<file path="config.mk">
export PLATFORM = sky130hd
export DESIGN_NAME = bitty_seq_ctrl
export DESIGN_NICKNAME = d
export VERILOG_FILES = /design/src/rtl/bitty_seq_ctrl.sv
export SDC_FILE = /design/constraint.sdc
export NUM_CORES = 1
export LEC_CHECK = 0
export CAP_MARGIN = 20
export CORE_MARGIN = 8
export CORE_UTILIZATION = 48
export CTS_CLUSTER_SIZE = 12
export DETAILED_ROUTE_END_ITERATION = 8
export PLACE_DENSITY = 0.86
export SYNTH_ARGS = -nofsm -noshare
export SYNTH_HDL_FRONTEND = slang
export SYNTH_SLANG_ARGS = --single-unit
</file>
<file path="constraint.sdc">
create_clock -name clk -period 3.03 [get_ports clk]
set_clock_uncertainty 0.05 [all_clocks]
set_input_delay 0.7575 -clock clk [delete_from_list [all_inputs] [get_ports clk]]
set_output_delay 0.7575 -clock clk [all_outputs]
set_load 0.005 [all_outputs]
</file>
<file path="src/rtl/bitty_seq_ctrl.sv">
// bitty_seq_ctrl: fetch/decode/execute sequencer for the Bitty top level.
// It adds decode wait states, debug halt/step, a PC breakpoint and an execute watchdog.
module bitty_seq_ctrl #(
  parameter int ADDR_W  = 8,
  parameter int INSTR_W = 16,
  parameter int DEC_CYC = 2,
  parameter int WDOG_W  = 8,
  parameter int CNT_W   = 16
) (
  input  logic               clk,
  input  logic               reset,
  input  logic               fetch_done,
  input  logic [INSTR_W-1:0] instr,
  input  logic [ADDR_W-1:0]  pc,
  input  logic               exec_done,
  input  logic               halt_req,
  input  logic               step,
  input  logic               bp_en,
  input  logic [ADDR_W-1:0]  bp_addr,
  input  logic               fault_clr,
  output logic               fetch_en,
  output logic               pc_en,
  output logic               run,
  output logic               uart_sel,
  output logic               stop_for_rw,
  output logic               halted,
  output logic               fault,
  output logic [CNT_W-1:0]   retired,
  output logic [3:0]         state_o
);

  typedef enum logic [3:0] {
    IDLE     = 4'd0,
    FETCH    = 4'd1,
    DECODE   = 4'd2,
    PCUPD    = 4'd3,
    RUN      = 4'd4,
    WAIT_ALU = 4'd5,
    WAIT_IO  = 4'd6,
    HALT     = 4'd7,
    FAULT    = 4'd8
  } state_t;

  localparam logic [3:0] DEC_LD = 4'(DEC_CYC - 1);
  localparam logic [WDOG_W-1:0] WD_MAX = '1;
  localparam logic [WDOG_W-1:0] WD_LAST = WD_MAX - 1'b1;

  state_t              state_q;
  state_t              state_d;
  logic [3:0]          dcnt_q;
  logic [3:0]          dcnt_d;
  logic [WDOG_W-1:0]   wdog_q;
  logic [WDOG_W-1:0]   wdog_d;
  logic                skip_q;
  logic                skip_d;
  logic [CNT_W-1:0]    ret_q;
  logic [CNT_W-1:0]    ret_d;

  logic io_op;
  logic bp_hit;
  logic unused_instr;

  assign io_op  = (instr[1:0] == 2'b11);
  assign bp_hit = bp_en && (pc == bp_addr) && !skip_q;
  assign unused_instr = ^instr;

  // skip_q lets the PC we just stepped or resumed from get past its breakpoint once
  always_comb begin
    state_d = state_q;
    dcnt_d  = dcnt_q;
    wdog_d  = wdog_q;
    skip_d  = skip_q;
    ret_d   = ret_q;
    unique case (state_q)
      IDLE: begin
        skip_d = 1'b0;
        if (halt_req || bp_hit) begin
          state_d = HALT;
        end else begin
          state_d = FETCH;
        end
      end
      FETCH: begin
        if (fetch_done) begin
          state_d = DECODE;
          dcnt_d  = DEC_LD;
        end
      end
      DECODE: begin
        if (dcnt_q == 4'd0) begin
          state_d = PCUPD;
        end else begin
          dcnt_d = dcnt_q - 4'd1;
        end
      end
      PCUPD: begin
        state_d = RUN;
      end
      RUN: begin
        wdog_d  = '0;
        state_d = io_op ? WAIT_IO : WAIT_ALU;
      end
      WAIT_ALU, WAIT_IO: begin
        if (exec_done) begin
          state_d = IDLE;
          ret_d   = ret_q + 1'b1;
        end else if (wdog_q == WD_LAST) begin
          state_d = FAULT;
        end else begin
          wdog_d = wdog_q + 1'b1;
        end
      end
      HALT: begin
        if (step || !halt_req) begin
          state_d = FETCH;
          skip_d  = 1'b1;
        end
      end
      FAULT: begin
        if (fault_clr) begin
          state_d = IDLE;
        end
      end
      default: begin
        state_d = IDLE;
      end
    endcase
  end

  always_ff @(posedge clk) begin
    if (!reset) begin
      state_q <= IDLE;
      dcnt_q  <= '0;
      wdog_q  <= '0;
      skip_q  <= 1'b0;
      ret_q   <= '0;
    end else begin
      state_q <= state_d;
      dcnt_q  <= dcnt_d;
      wdog_q  <= wdog_d;
      skip_q  <= skip_d;
      ret_q   <= ret_d;
    end
  end

  always_comb begin
    fetch_en    = 1'b0;
    pc_en       = 1'b0;
    run         = 1'b0;
    uart_sel    = 1'b0;
    stop_for_rw = 1'b0;
    halted      = 1'b0;
    fault       = 1'b0;
    unique case (state_q)
      FETCH:   fetch_en = 1'b1;
      PCUPD:   pc_en    = 1'b1;
      RUN:     run      = 1'b1;
      WAIT_IO: begin
        uart_sel    = 1'b1;
        stop_for_rw = 1'b1;
      end
      HALT:    halted   = 1'b1;
      FAULT:   fault    = 1'b1;
      default: begin
      end
    endcase
  end

  assign retired = ret_q;
  assign state_o = state_q;

endmodule

</file>
After elaboration in Yosys (flattened, before gate mapping)

Index checks and enable logic that the tools add are counted.

Flip-flop bits (word level): 33
Input port bits: 40
Output and inout bits: 27
Logic and storage cells: 67

Add/subtract/negate cells: 3
Equality and inequality tests: 19
Multiplexer cells: 23
Reduce and logical (&&, ||, !) cells: 17

Operators by type and width:

| kind                                                                  | count |
|---|---|
| 4-bit two-way mux                                                     | 8 |
| 4-bit one-hot mux with 8 select lines                                 | 1 |
| 16-bit by 1-bit adder with 16-bit output, second input constant       | 1 |
| 4-bit by 3-bit equality test with 1-bit output, second input constant | 4 |
| 8-bit two-way mux                                                     | 2 |
| 8-bit one-hot mux with 2 select lines                                 | 1 |
| 2-bit != test, second input constant                                  | 7 |
| 8-bit by 1-bit adder with 8-bit output, second input constant         | 1 |
| 4-bit by 2-bit equality test with 1-bit output, second input constant | 2 |
| 8-bit equality test                                                   | 1 |
| 8-bit equality test, second input constant                            | 1 |
| 4-bit zero test                                                       | 2 |
| 4-bit one-hot mux with 2 select lines                                 | 1 |
| 1-bit two-way mux                                                     | 7 |
| 3-bit AND reduction                                                   | 2 |
| 2-bit nonzero test                                                    | 3 |
| 5-bit AND reduction                                                   | 1 |
| 4-bit by 1-bit equality test with 1-bit output, second input constant | 1 |
| 4-bit equality test, second input constant                            | 1 |
| 2-bit AND reduction                                                   | 2 |
| 4-bit by 1-bit subtractor with 4-bit output, second input constant    | 1 |
| 3-bit two-way mux                                                     | 1 |
| 3-bit != test, second input constant                                  | 1 |
| 2-bit equality test, second input constant                            | 1 |
| 6 further kinds                                                       | 9 |

Depth between registers and ports, before layout

Word-level depth: 6
Mapped depth: 8
Gate-level depth less buffers: 7

Least setup slack after synthesis

OpenSTA, ideal clock, no wires.

Path type: reg2out
From: register state_q[3], in the netlist state_o[3]
To: output port run
Arrival time: 1.095 ns
Data required time: 2.223 ns
Setup slack: 1.128 ns
Stages on the path, launching flop included: 5
Cells stage by stage: dfxtp_1 > clkbuf_1 > nand2b_1 > or3_1 > inv_1

Longest elaborated chain between the ends: 2

RTL lines:

| element                                        | line | RTL |
|---|---|---|
| from (decl)                                    | 48   | `state_t state_q;` |
| from (signal assigned)                         | 138  | `state_q <= state_d;` |
| 4-bit by 3-bit equality test with 1-bit output | 154  | `unique case (state_q)` |
| 1-bit two-way mux                              | 154  |  |
| to (decl)                                      | 23   | `output logic run,` |

Every way passes these cells.

Worst setup path after layout

From: register state_q[0], in the netlist state_o[0]
To: output port pc_en

Longest elaborated chain between the ends: 2

RTL lines:

| element                                        | line | RTL |
|---|---|---|
| 4-bit by 2-bit equality test with 1-bit output | 154  |  |
| 1-bit two-way mux                              | 154  |  |
| to (decl)                                      | 22   | `output logic pc_en,` |

Every way passes these cells.

==> run metrics <==
die height=77.5 um; fin crit share=0.921; largest area contributor in the netlist=dfxtp_1; Seq/Total Area, Yosys=0.364; WP data arrival=between 1.5 and 2 ns; Antenna Nets Post-Route=0; FP Rows=22; synth top area cells=dfxtp_1, xnor2_1, nor2_1, a21oi_1, or3_1; WL per Instance=14.4 um; Async SR Flop Fraction=0; Worst-Skew Late Latency=0.29 ns; # port buffers=52; CTS max path bufs=2; Num CTS Buffers=5; VDD IR-drop max=430 uV; kind of critical path=flop to primary output; DPL Wire Length=3500 um; Die ar.=6000 sq um; Initial Util=0.496; CTS tree=built; Detailed Routing Iterations Pass 1=4; Startpoint Class=flop; worst min-delay path class=flop to flop; EDFF count, synth=0; Synth Instances=225; Cell Area, Synth=around 1800 sq um; post-route design area=2510 sq um; placed cell area=2400 sq um; DP Cell Count=322; f_max=358 MHz; CTS root buf=clkbuf_8; clk slew on worst S/H paths=around 0.07 ns; syn_nets=270; RD Place Congestion=0.754; vias in the first global route=1813; CTS resizes=0; largest net degree at the start of global routing=23; boundary pin count=67; ANT cells=0; FF+latch count, synth=33; first-pass GRT wire length=8040 um; status=completed; Via-to-Cell Ratio=approximately 5.5; GRT Total Usage=0.160; Commonest cells post-synth=dfxtp_1, nor2_1, xnor2_1, a21oi_1, nand2_1; Final setup viols=0; fraction of layout cells with a size suffix above 1=0.0532; initial antenna violation count=0; top-area cell type share of the netlist area=0.364; accumulated negative setup slack=0 ns; Clock Sinks=33; CTS Hold Bufs=0; Yosys cell types=39; largest fanout on the critical path=16; max-capacitance violation count=0; Die X=between 70 and 80 um; GRT overflow=0; DR vias=1826; ys flop type=dfxtp_1; count leader, synth=dfxtp_1; # Post-CTS Setup Buffers=0; RSZ-0062 raised after global routing=false; core area=about 3700 sq um; Slew Viols, Final=0; Critical Path Sink Type=primary output; P&R area growth vs syn=38.6%; endpoints failing hold=0; Ys Warns=0; fin crit period=2.79 ns; Non-Filler Instances=330; worst-margin pin slew=between 0.6 and 0.7 ns; DRT iter0 DRCs=112; pwr dens=roughly 570 nW/um^2; LEAKAGE=approximately 0.00084 uW; nets=between 300 and 400; Worst EP required=2.22 ns; Avg Inst Size Synth=8.06 sq um; final design utilization=0.687; total power=1440 uW; DRT Wirelength=4760 um; DRC Markers=0; relative slew slack=0.552; H-tree depth=2
## worst paths after layout
kind / endpoint / start / slack (ns) / cells after the start
worst max-delay path: pc_en / state_o[0] / 0.24 / 3
worst min-delay path: skip_q / skip_q / 0.42 / 2
worst max register to register: wdog_q[7] / state_o[0] / 0.60 / 5
worst min register to register: skip_q / skip_q / 0.42 / 2
## kinds of logic (layout without fill, tap and decap cells)
group | Yosys count | after routing | synth area share
simple gates | 103 | 103 | 0.302
xor+xnor | 22 | 22 | 0.110
flops | 33 | 33 | 0.364
mux | 2 | 2 | 0.0110
fa+ha+maj | 5 | 5 | 0.0345
compound gates | 41 | 41 | 0.136
buf+inv | 19 | 76 | 0.0421
## placed cells by master, fill, tap and decap left out, types with 2 or more instances in the layout
cell	count
buf_4	5
ha_1	5
clkdlybuf4s50_1	52
nor2_1	26
o31ai_1	3
dfxtp_1	33
nand3_1	9
a211oi_1	2
nand4_1	8
and4_1	2
nor3_1	7
a21oi_1	16
mux2i_1	2
or3_1	11
xor2_1	3
o31a_1	2
nor3b_1	3
xnor2_1	18
nand3b_1	2
nor4b_1	2
o21ai_0	12
nand2b_1	5
clkbuf_8	6
or4_1	3
inv_1	10
nand2_1	14
nor4_1	7
## layout make-up
type / instances / area [sq um]
clock buffers: 7 / 86.3
clock inverters: 1 / 30.0
fillers: 294 / 1150
inverters: 11 / 41.3
multi-input cells: 173 / 1080
flip-flops and latches: 33 / 661
well taps: 48 / 60.1
repair buffers: 57 / 558
## report_power, final
group | total, uW | internal (uW) | switching, uW | leakage, uW
Sequential | 532 | 464 | 68.2 | 0.000267
Clock | 431 | 268 | 163 | 0.0000585
Combinational | 478 | 233 | 245 | 0.000514
## state kept, by name, indices dropped and copies added (netlist names)
| signal | flops |
|---|---|
| state_o | 4 |
| retired | 16 |
| skip_q | 1 |
| wdog_q | 8 |
| dcnt_q | 4 |
## stage by stage
| step | hold slack [ns] | setup WS (ns) |
|---|---|---|
| final | 0.425 | 0.238 |
| after floorplan | 0.395 | 1.13 |
| after detailed placement | 0.419 | 0.548 |
| after global placement | 0.413 | 0.583 |
| after CTS | 0.429 | 0.302 |
| after global routing | 0.457 | 0.102 |
## routing by layer
layer	share of wire	GRT usage	up-vias
met5	0	0	-
met4	0.019	0.0642	0
met3	0.053	0.0426	12
met2	0.52	0.286	54
met1	0.41	0.174	852
li1	-	-	908
## critical path: stages (launching register included)
cell and delay, ns:
dfxtp_1 0.68, nand2_1 0.19, nor3_1 0.25, clkdlybuf4s50_1 0.57
Note: power is estimated with default switching activity, not from simulation.
==> RTL change 1: new RTL, same settings <==
Make the reset (`reset`) asynchronous in one clocked block.
--- a/src/rtl/bitty_seq_ctrl.sv
+++ b/src/rtl/bitty_seq_ctrl.sv
@@ -129,3 +129,3 @@
 
-  always_ff @(posedge clk) begin
+  always_ff @(posedge clk or negedge reset) begin
     if (!reset) begin
Check against the original RTL: differs if reset is asserted again (counterexample within 4 cycles, from zero or initial values and one cycle with reset low); with reset held inactive, the same outputs for 10 cycles.
==> RTL change 1 against the unedited design <==
Count of clock-buffer cells in the layout did not move. Power grew 29%. Wire length is 11% lower. Design area increased by 3.1%. Die area increased by 5.7%. Area after synthesis up 7.2%. Clock power down 3%. Sequential cell count did not move. Cell count down 7.3%. Via count down 10%. Setup slack got worse by 3.6 ps. Global-route usage decreased by 1.6 points.
==> RTL change 1: results (changes against the unedited design) <==
Parameter                              Value

Run status
  Result of the run ... finished, final reports clean

Place
  Post-placement setup slack ... 492 ps (-56.0 ps)

GRT
  Met3 usage in global routing ... 4.28% (+0.017 points)
  Met2 demand-to-capacity share in global routing ... 23.0% (-5.7 points)

STA
  Final hold slack ... 420 ps (-5.24 ps)

Layout
  Combined area of the multi-input logic cells ... 1030 sq um (-4.5%)
  Post-Layout Cell Count ... 306 (-7.3%)
  Multi-Input Combinational ... 154 (-11%)
  Area used by sequential logic in the layout ... 826 sq um (+25%)
  Clock distribution area overhead in the final layout ... 4.49% (-0.14 points)

Setup path
  Worst setup path startpoint ... state_o[2]$_DFFE_PN0P_
  Flop-to-flop setup slack ... 940 ps (+340 ps)
  Slowest cell on the critical path ... sky130_fd_sc_hd__dfrtp_1
  Worst Path Max Fanout ... 14 (-2)
  Worst setup path end ... run

Synth
  Top cells by instance count after synthesis ... sky130_fd_sc_hd__dfrtp_1, sky130_fd_sc_hd__nand2_1, sky130_fd_sc_hd__xnor2_1, sky130_fd_sc_hd__nor2_1, sky130_fd_sc_hd__a21oi_1
  Biggest area contributors in the synthesized netlist ... sky130_fd_sc_hd__dfrtp_1, sky130_fd_sc_hd__xnor2_1, sky130_fd_sc_hd__nand2_1
  Post-synth net total ... 248 (-8.1%)
  Post-Syn Instances ... 203 (-9.8%)

Drt
  Amount of wire on met3 after detailed routing ... 230 microns (-8.0%)

Power
  Worst ir drop on vdd ... 378 uV (-12%)
  Total internal power ... 1190 uW (+23%)
  Total sequential power ... 684 uW (+29%)
  Power Total ... 1860 uW (+29%)
  Cell leakage power ... 0.00111 uW (+32%)

Min path
  Min-delay src ... retired[15]$_DFFE_PN0P_

Die
  Number of placement rows ... 23 (+4.5%)
==> RTL change 1: cell types whose count changed after synthesis, sizes merged, moves of 3 or more <==
| cell | before | now |
|---|---|---|
| a21oi | 16 | 10 |
| and3 | 1 | 7 |
| buf | 2 | 5 |
| clkbuf | 6 | 3 |
| dfrtp | 0 | 33 |
| dfxtp | 33 | 0 |
| nand2 | 14 | 21 |
| nor2 | 26 | 17 |
| nor4 | 7 | 2 |
| o21ai | 12 | 5 |
| or3 | 11 | 2 |
| xor2 | 4 | 7 |
==> RTL change 1: cells by family (layout without fill, tap and decap cells) <==
logic type | Yosys count | count (layout) | synth area share, %
fa+ha+maj | 5 | 5 | 3.22
mux | 5 | 5 | 2.70
xor+xnor | 27 | 27 | 12.2
simple gates | 88 | 88 | 25.0
buf+inv | 16 | 69 | 4.63
compound gates | 29 | 29 | 9.85
flops | 33 | 33 | 42.5
==> RTL change 1: critical path, delay by kind of cell, from the launching register on <==
family / cells / cell delay (ps)
flops: 1 / 640
simple gates: 2 / 410
buf+inv: 2 / 650
==> RTL change 2: new RTL, config.mk and constraints unchanged <==
Without the edit above. The parameter `CNT_W` goes from 16 to 32.
--- a/src/rtl/bitty_seq_ctrl.sv
+++ b/src/rtl/bitty_seq_ctrl.sv
@@ -7,3 +7,3 @@
   parameter int WDOG_W  = 8,
-  parameter int CNT_W   = 16
+  parameter int CNT_W   = 32
 ) (
Interface: changed (resized retired); port bits go from 67 to 83. No check against the original RTL was run, so the function may have changed too.
==> RTL change 2 against the unedited design <==
Area after synthesis is 41% higher. Setup slack lost 5.2 ps. Design area increased by 37%. Wire length is 35% higher. Sequential power grew 46%. Hold slack better by 17 ps. Sequential cell count rose by 16. Power is 23% higher. Combinational power is 10% higher. Critical path depth shrank 1. Critical endpoint is now stop_for_rw. Largest power group unchanged.
==> RTL change 2: results (changes against the unedited design) <==
Parameter                              Value

Layout
  Area Overhead vs Synth ... 34.1%
  Max reg flops ... 32 (+16)
  Layout cells sized above 1 ... 5.11% (-0.21 points)
  Buffer share of cell area ... 21.5% (-0.71 points)
  Sequential portion of the cell area ... 28.6% (+2.3 points)
  Clock distribution area overhead in the final layout ... 3.24% (-1.4 points)

Drt
  Amount of wire on met3 after detailed routing ... 150 microns (-40%)
  Violation count after the first detailed-route iteration ... 157 (+40%)
  Overall routed net length ... 6420 microns (+35%)
  Metal1 wirelength ... 2720 microns (+39%)
  Via count ... 2,366 (+30%)

Place
  Count of buffers inserted at the top-level ports ... 68 (+31%)
  Placement Cell Area ... 3320 sq um (+39%)
  Detailed Place HPWL ... 4780 microns (+37%)

Power
  Total sequential power ... 778 uW (+46%)
  Power Total ... 1780 uW (+23%)
  NetSw ... 568 uW (+19%)

GRT
  Met2 demand-to-capacity share in global routing ... 31.1% (+2.4 points)
  Global-route usage over all layers ... 16.6% (+0.66 points)
  Met3 usage in global routing ... 2.67% (-1.6 points)
  Global-route wire length before repair ... 10,500 microns (+30%)
  Via count of the first global-routing pass ... 2,323 (+28%)

Setup path
  Worst Path Max Fanout ... 15 (-1)
  Critical Path Max Stage Delay ... 660 ps (-20 ps)
  Worst reg2reg path depth ... 6 (+1)

Synth
  Post-synthesis register bit count ... 49 (+48%)
  Sequential-to-total area share from yosys stat ... 38.3% (+1.9 points)
  Per-instance average area after synthesis ... 8.40 sq um (+4.1%)

Die
  Tap Count ... 70 (+46%)

Run status
  Result of the run ... finished, final reports clean

STA
  Final hold slack ... 442 ps (+17.4 ps)
==> RTL change 2: cells by family after synthesis <==
logic type,Yosys count,share of synthesized area [%]
AND/OR/NAND/NOR,149,32.5
buffers and inverters,24,3.76
flip-flops,49,38.3
adder cells (fa/ha/maj),5,2.44
AO/OA/AOI/OAI,36,8.45
XOR/XNOR,39,13.3
multiplexers,3,1.22
==> RTL change 2: how the worst max path moves through the flow <==
stage / from / endpoint / slack, ps
finish: state_o[1]$_SDFFE_PN0P_ / stop_for_rw / 230
CTS: state_o[1]$_SDFFE_PN0P_ / stop_for_rw / 230
global route: state_o[1]$_SDFFE_PN0P_ / stop_for_rw / 50
detailed placement: exec_done / wdog_q[7]$_SDFFE_PN0P_ / 340
floorplan: state_o[1]$_SDFFE_PN0P_ / uart_sel / 910
global placement: exec_done / wdog_q[7]$_SDFFE_PN0P_ / 380
